`src/rtl/id_stage_p.sv`:
```
// MIPS-style decode stage: register file with write-back bypass, control decode,
// load-use interlock and the registered ID/EX boundary.
module id_stage_p #(
   parameter int XLEN = 32,
   parameter int NREG = 32,
   localparam int RW  = (NREG > 1) ? $clog2(NREG) : 1
) (
   input  logic            clk,
   input  logic            rst,
   input  logic            if_valid,
   input  logic [31:0]     if_ins,
   input  logic [XLEN-1:0] if_pc,
   input  logic            flush,
   input  logic            wb_en,
   input  logic [RW-1:0]   wb_rd,
   input  logic [XLEN-1:0] wb_data,
   output logic            if_stall,
   output logic            id_valid,
   output logic [8:0]      id_ctrl,
   output logic [XLEN-1:0] id_r1,
   output logic [XLEN-1:0] id_r2,
   output logic [XLEN-1:0] id_imm,
   output logic [XLEN-1:0] id_jaddr,
   output logic [5:0]      id_func,
   output logic [RW-1:0]   id_wreg,
   output logic [RW-1:0]   id_rs,
   output logic [RW-1:0]   id_rt,
   output logic [XLEN-1:0] id_pc,
   output logic [15:0]     stall_cnt
);

   localparam logic [5:0] OP_R    = 6'h00;
   localparam logic [5:0] OP_LW   = 6'h23;
   localparam logic [5:0] OP_SW   = 6'h2B;
   localparam logic [5:0] OP_BEQ  = 6'h04;
   localparam logic [5:0] OP_ADDI = 6'h08;

   // ctrl = {RegDst,ALUSrc,MemtoReg,RegWrite,MemRead,MemWrite,Branch,ALUOp[1:0]}
   localparam int C_REGDST  = 8;
   localparam int C_MEMREAD = 4;

   typedef struct packed {
      logic            vld;
      logic [8:0]      ctrl;
      logic [XLEN-1:0] r1;
      logic [XLEN-1:0] r2;
      logic [XLEN-1:0] imm;
      logic [XLEN-1:0] jaddr;
      logic [5:0]      func;
      logic [RW-1:0]   wreg;
      logic [RW-1:0]   rs;
      logic [RW-1:0]   rt;
      logic [XLEN-1:0] pc;
   } bndl_t;

   logic [NREG-1:0][XLEN-1:0] rf;
   logic [5:0]    opc;
   logic [RW-1:0] rs, rt, rd;
   logic [8:0]    ctrl;
   logic          wb_hit;
   logic          haz;
   bndl_t         dec, bndl;

   assign opc    = if_ins[31:26];
   assign rs     = if_ins[21 +: RW];
   assign rt     = if_ins[16 +: RW];
   assign rd     = if_ins[11 +: RW];
   assign wb_hit = wb_en && (wb_rd != '0);

   always_comb begin
      ctrl = 9'h000;
      case (opc)
         OP_R:    ctrl = 9'h122;
         OP_LW:   ctrl = 9'h0F0;
         OP_SW:   ctrl = 9'h088;
         OP_BEQ:  ctrl = 9'h005;
         OP_ADDI: ctrl = 9'h0A0;
         default: ctrl = 9'h000;
      endcase
   end

   // Same-cycle write-back is forwarded so the read never sees a stale value.
   function automatic logic [XLEN-1:0] rd_port(input logic [RW-1:0] idx);
      if (idx == '0)
         return '0;
      else if (wb_hit && (wb_rd == idx))
         return wb_data;
      else
         return rf[idx];
   endfunction

   always_comb begin
      dec       = '0;
      dec.vld   = 1'b1;
      dec.ctrl  = ctrl;
      dec.r1    = rd_port(rs);
      dec.r2    = rd_port(rt);
      dec.imm   = {{(XLEN-16){if_ins[15]}}, if_ins[15:0]};
      dec.jaddr = {{(XLEN-26){if_ins[25]}}, if_ins[25:0]};
      dec.func  = (opc == OP_R) ? if_ins[5:0] : opc;
      dec.wreg  = ctrl[C_REGDST] ? rd : rt;
      dec.rs    = rs;
      dec.rt    = rt;
      dec.pc    = if_pc;
   end

   // rt is compared for every opcode, even those that never read it.
   assign haz = if_valid && bndl.vld && bndl.ctrl[C_MEMREAD] && (bndl.wreg != '0)
                && ((bndl.wreg == rs) || (bndl.wreg == rt));
   assign if_stall = haz && !flush && !rst;

   always_ff @(posedge clk) begin
      if (rst)
         rf <= '0;
      else if (wb_hit)
         rf[wb_rd] <= wb_data;
   end

   always_ff @(posedge clk) begin
      if (rst) begin
         bndl      <= '0;
         stall_cnt <= '0;
      end else if (flush) begin
         bndl <= '0;
      end else if (haz) begin
         bndl <= '0;
         if (stall_cnt != 16'hFFFF)
            stall_cnt <= stall_cnt + 16'd1;
      end else if (!if_valid) begin
         bndl <= '0;
      end else begin
         bndl <= dec;
      end
   end

   assign id_valid = bndl.vld;
   assign id_ctrl  = bndl.ctrl;
   assign id_r1    = bndl.r1;
   assign id_r2    = bndl.r2;
   assign id_imm   = bndl.imm;
   assign id_jaddr = bndl.jaddr;
   assign id_func  = bndl.func;
   assign id_wreg  = bndl.wreg;
   assign id_rs    = bndl.rs;
   assign id_rt    = bndl.rt;
   assign id_pc    = bndl.pc;

endmodule

```
`config.mk`:
```
export PLATFORM = sky130hd
export DESIGN_NAME = id_stage_p
export DESIGN_NICKNAME = d
export VERILOG_FILES = /design/src/rtl/id_stage_p.sv
export SDC_FILE = /design/constraint.sdc
export NUM_CORES = 2
export LEC_CHECK = 0
export ABC_AREA = 1
export BUFFER_PORTS_ARGS = -buffer_cell sky130_fd_sc_hd__buf_2
export CORE_ASPECT_RATIO = 0.7
export CORE_MARGIN = 1
export CORE_UTILIZATION = 40
export DETAILED_ROUTE_END_ITERATION = 8
export PLACE_DENSITY = 0.55
export RECOVER_POWER = 100
export SLEW_MARGIN = 20
export SYNTH_ARGS = -nofsm -noshare
export SYNTH_HDL_FRONTEND = slang
export SYNTH_SLANG_ARGS = --single-unit
```
`constraint.sdc`:
```
create_clock -name clk -period 2.05 [get_ports clk]
set_input_delay 0 -clock clk [delete_from_list [all_inputs] [get_ports clk]]
set_output_delay 0 -clock clk [all_outputs]
set_load 0.01 [all_outputs]
```
==> metrics.txt <==
# TYPE chip_impl_metric gauge
chip_impl_metric{name="coreArea",unit="um2"} 149000
chip_impl_metric{name="routed-via-count",unit=""} 66465
chip_impl_metric{name="num-nets-final",unit=""} 9462
chip_impl_metric{name="grt_util_met3",unit="%"} 8.61
chip_impl_metric{name="post-route-worst-setup-slack",unit="ps"} -9.88
chip_impl_metric{name="clock_tree.buffer_depth",unit=""} 3
chip_impl_metric{name="grt_max_degree",unit=""} 156
chip_impl_metric{name="dp_hpwl",unit="mm"} 178
chip_impl_metric{name="detailedPlace.worstSlack",unit="ps"} 192
chip_impl_metric{name="reg2reg_setup_slack",unit="ps"} 150
chip_impl_metric{name="area.growth.synth_to_final",unit="%"} 17.4
chip_impl_info{name="critical_path.cell_chain",value="dlygate4sd3_1, clkbuf_1, inv_2, nor3_1, inv_1, nor2_4, clkbuf_2, o21ai_0, nor2_1"} 1
chip_impl_metric{name="synth-seq-area-share",unit="%"} 39.1
chip_impl_metric{name="synth.ff_latch_count",unit=""} 1180
chip_impl_metric{name="floorplan.io_pins",unit=""} 314
chip_impl_metric{name="filler_instances",unit=""} 15112
chip_impl_metric{name="number_of_global_route_vias_before_repair",unit=""} 58489
chip_impl_info{name="largest_area_contributor_in_the_netlist",value="dfxtp_1"} 1
chip_impl_metric{name="drive_above_1_share",unit="%"} 9.12
chip_impl_metric{name="layout_worst_path_cycle_share",unit="%"} 100
chip_impl_info{name="timing.critical_path.from_type",value="input pin"} 1
chip_impl_info{name="post_synth_main_area_contributors",value="dfxtp_1 39%, o21ai_0 12%, a21oi_1 8.9%"} 1
chip_impl_metric{name="worstMarginPinSlew",unit="ps"} 1980
chip_impl_metric{name="crit_fanout",unit=""} 10
chip_impl_metric{name="met1_usage_in_global_routing",unit="%"} 52.0
chip_impl_metric{name="min_delay_path_depth",unit=""} 4
chip_impl_info{name="critical_path.endpoint_type",value="flop"} 1
chip_impl_metric{name="detail_route.wl_per_cell",unit="um"} 25.2
chip_impl_metric{name="grt-ovfl-total",unit=""} 0
chip_impl_info{name="clock-root-buffer",value="clkbuf_16"} 1
chip_impl_metric{name="clkSlewWorstSetupHoldPaths",unit="ps"} 60
chip_impl_info{name="violations",value="capacitance limit, slew limit, setup timing"} 1
chip_impl_metric{name="post_synthesis_instance_area",unit="um2"} 60400
chip_impl_metric{name="route.detailed.drc",unit=""} 0
chip_impl_info{name="hold_path_origin",value="if_ins[30]"} 1
chip_impl_info{name="synth_flop_cell",value="dfxtp_1"} 1
chip_impl_metric{name="postSynth.asyncResetShare",unit="%"} 0
chip_impl_metric{name="final_period_demand_of_the_worst_path",unit="ps"} 2060
chip_impl_metric{name="skew",unit="ps"} 39.5
chip_impl_metric{name="cts.htree.levels",unit=""} 4
chip_impl_metric{name="fp.dieH",unit="um"} 327
chip_impl_metric{name="synth.yosys.warnings",unit=""} 0
chip_impl_metric{name="synth_enable_flop_cells",unit=""} 0
chip_impl_metric{name="netlist_cell_types",unit=""} 35
chip_impl_metric{name="number_of_endpoints_failing_setup_at_the_final_stage",unit=""} 1
chip_impl_metric{name="drtIter0Drc",unit=""} 9620
chip_impl_metric{name="grt_pass1_wl",unit="mm"} 410
chip_impl_info{name="synth_most_common_cell",value="o21ai_0"} 1
chip_impl_metric{name="drt_total_wl",unit="mm"} 288
chip_impl_metric{name="firstDrtPassIters",unit=""} 6
chip_impl_metric{name="ir_worst_vdd",unit="V"} 0.00106
chip_impl_metric{name="final-max-slew-violation-count",unit=""} 47
chip_impl_metric{name="hold_ws",unit="ps"} 44.6
chip_impl_metric{name="cp_slowest_stage_delay",unit="ps"} 600
chip_impl_info{name="result_of_the_run",value="complete, but fails checks"} 1
chip_impl_metric{name="gpl.final_weighted_congestion",unit=""} 0.925
chip_impl_metric{name="die-width",unit="um"} 466
chip_impl_metric{name="final_area",unit="um2"} 70900
chip_impl_info{name="cts_tree",value="built"} 1
chip_impl_metric{name="cts-buffers-inserted",unit=""} 131
chip_impl_metric{name="drt.antenna.violating_nets",unit=""} 0
chip_impl_metric{name="syn_area_per_cell",unit="um2"} 6.54
chip_impl_metric{name="routed_via_density",unit=""} 5.81
chip_impl_info{name="r2r_end",value="id_imm[12]$_SDFF_PP0_"} 1
chip_impl_info{name="crit_path_top_delay_cell",value="clkbuf_1"} 1
chip_impl_metric{name="placedInstanceArea",unit="um2"} 65600
chip_impl_metric{name="insertion_delay_of_the_later_clocked_pin_in_the_worst_skew_pair",unit="ps"} 810
chip_impl_metric{name="total_leakage_power",unit="nW"} 27.7
chip_impl_metric{name="fp.dieArea",unit="um2"} 152000
chip_impl_metric{name="antenna_found_initial",unit=""} 16
chip_impl_metric{name="grt_total_usage",unit="%"} 36.2
chip_impl_metric{name="numClockSinks",unit=""} 1180
chip_impl_metric{name="port_buffers",unit=""} 313
chip_impl_metric{name="yosys.area.top_type_share",unit="%"} 39.1
chip_impl_metric{name="max-slew-margin-rel",unit="%"} -31.9
chip_impl_info{name="grt_setup_unrepaired",value="false"} 1
chip_impl_metric{name="row_count",unit=""} 118
chip_impl_metric{name="cap_violations",unit=""} 1
chip_impl_info{name="worst_hold_path.endpoint",value="id_func[4]$_SDFF_PP0_"} 1
chip_impl_info{name="reg2reg_from",value="id_ctrl[6]$_SDFF_PP0_"} 1
chip_impl_info{name="hold_path_class",value="input pin to flop"} 1
chip_impl_metric{name="hold_viol_final",unit=""} 0
chip_impl_metric{name="cellPowerDensity",unit="nW/um2"} 774
chip_impl_metric{name="mappedNetlistNets",unit=""} 9334
chip_impl_info{name="gr-max-usage-layer",value="met1"} 1
chip_impl_metric{name="initial_utilization",unit="%"} 40.6
chip_impl_metric{name="number_of_cell_instances_on_the_worst_register_to_register_path",unit=""} 8
chip_impl_metric{name="arrival",unit="ps"} 2790
chip_impl_metric{name="data_required_time_of_the_critical_path",unit="ps"} 2780
chip_impl_metric{name="fmaxAchievable",unit="MHz"} 485
chip_impl_metric{name="groute.layer.met2.usage",unit="%"} 51.7
chip_impl_metric{name="post_synth_inst_count",unit=""} 9227
chip_impl_info{name="worst-setup-path-type",value="input pin to flop"} 1
chip_impl_info{name="synth.cells.most_frequent",value="1,437 x o21ai_0, 1,367 x nand2_1, 1,277 x nor2_1"} 1
chip_impl_metric{name="report.power.total",unit="mW"} 54.9
[sequential cells by signal, indices dropped and copies added (netlist names)]
register and count:
rf 1024, id_pc 32, id_r1 32, id_r2 32, stall_cnt 16, id_imm 15
id_jaddr 11, id_ctrl 6, id_func 6, id_wreg 5, id_valid 1
[logic make-up (layout without fill, tap and decap cells)]
kind of cell | after synthesis | in the layout | synth area share [%]
simple gates | 3502 | 3502 | 23.8
compound gates | 2905 | 2905 | 25.6
buf+inv | 1620 | 1847 | 11.1
flops | 1180 | 1180 | 39.1
xor+xnor | 19 | 19 | 0.276
fa+ha+maj | 1 | 1 | 0.0207
other cells | 0 | 10 | 0
[critical path, delay by kind of cell]
| family | cells | cell delay [ps] |
|---|---|---|
| compound gates | 1 | 160 |
| buf+inv | 5 | 2020 |
| simple gates | 3 | 580 |
[placed cells by master (no fill, tap or decap), types with 15 or more instances in the layout]
cell	count
clkbuf_1	245
buf_4	240
o21ai_0	1450
nand3_1	751
clkbuf_4	18
a21oi_1	1072
o211ai_1	369
buf_6	15
clkbuf_2	22
inv_1	677
nor2_1	1268
clkbuf_8	29
inv_2	32
dlygate4sd3_1	161
buf_12	119
dfxtp_1	1175
clkbuf_16	134
buf_2	103
nand2_1	1365
or2_2	63
clkinv_2	17
[where the power goes]
group	internal, mW	switching (mW)	total (mW)	leakage (nW)
Sequential	23.3	0.218	23.5	9.53
Combinational	2.19	4.84	7.03	16.1
Clock	14.0	10.4	24.4	2.09
Total	39.4	15.5	54.9	27.7
[per-layer routing]
layer | vias up | wire [um]
met1 | 30985 | 124000
li1 | 30729 | -
met2 | 4163 | 117000
met5 | - | 79
met3 | 578 | 35100
met4 | 10 | 11400
[how the worst max path moves through the flow]
stage,start,to,slack (ps),depth (start not counted)
after floorplan,stall_cnt[0]$_SDFFE_PP0P_,stall_cnt[13]$_SDFFE_PP0P_,430,8
after global placement,id_wreg[4]$_SDFF_PP0_,id_r2[7]$_SDFF_PP0_,170,12
after detailed placement,id_wreg[4]$_SDFF_PP0_,id_r2[1]$_SDFF_PP0_,190,12
after CTS,id_wreg[1]$_SDFF_PP0_,if_stall,70,9
after global routing,stall_cnt[0]$_SDFFE_PP0P_,stall_cnt[8]$_SDFFE_PP0P_,10,9
final,wb_rd[3],rf[332]$_SDFFE_PP0P_,-10,9
[cell type report]
class                      count  area [um2]  share of cell area, %
multi-input combinational   6427       30100                   42.5
sequential                  1180       23600                   33.4
timing repair buffer         893        7600                   10.7
clock buffer                 199        3890                   5.49
inverter                     722        2740                   3.87
tap                         1980        2480                   3.50
clock inverter                33         383                  0.540
antenna                       10        25.0                 0.0353
[repair_timing]
action | in CTS | in global routing
hold endpoints to repair | 1136 | 0
hold buffers | 162 | 0
setup endpoints to repair | 1 | 1
setup buffers | 2 | 0
resized for setup | 12 | 2
pin swaps | 5 | 4
[stage by stage]
step | setup TNS [ps] | utilization (%) | instances
6_report | -9.88 | 47.6 | 11444
3_5_place_dp | 0 | 44.1 | 11040
3_3_place_gp | 0 | 44.1 | 11040
5_1_grt | 0 | 47.6 | 11439
4_1_cts | 0 | 48.1 | 11435
2_1_floorplan | 0 | - | 9227
Power figures use the tool's default switching activity.
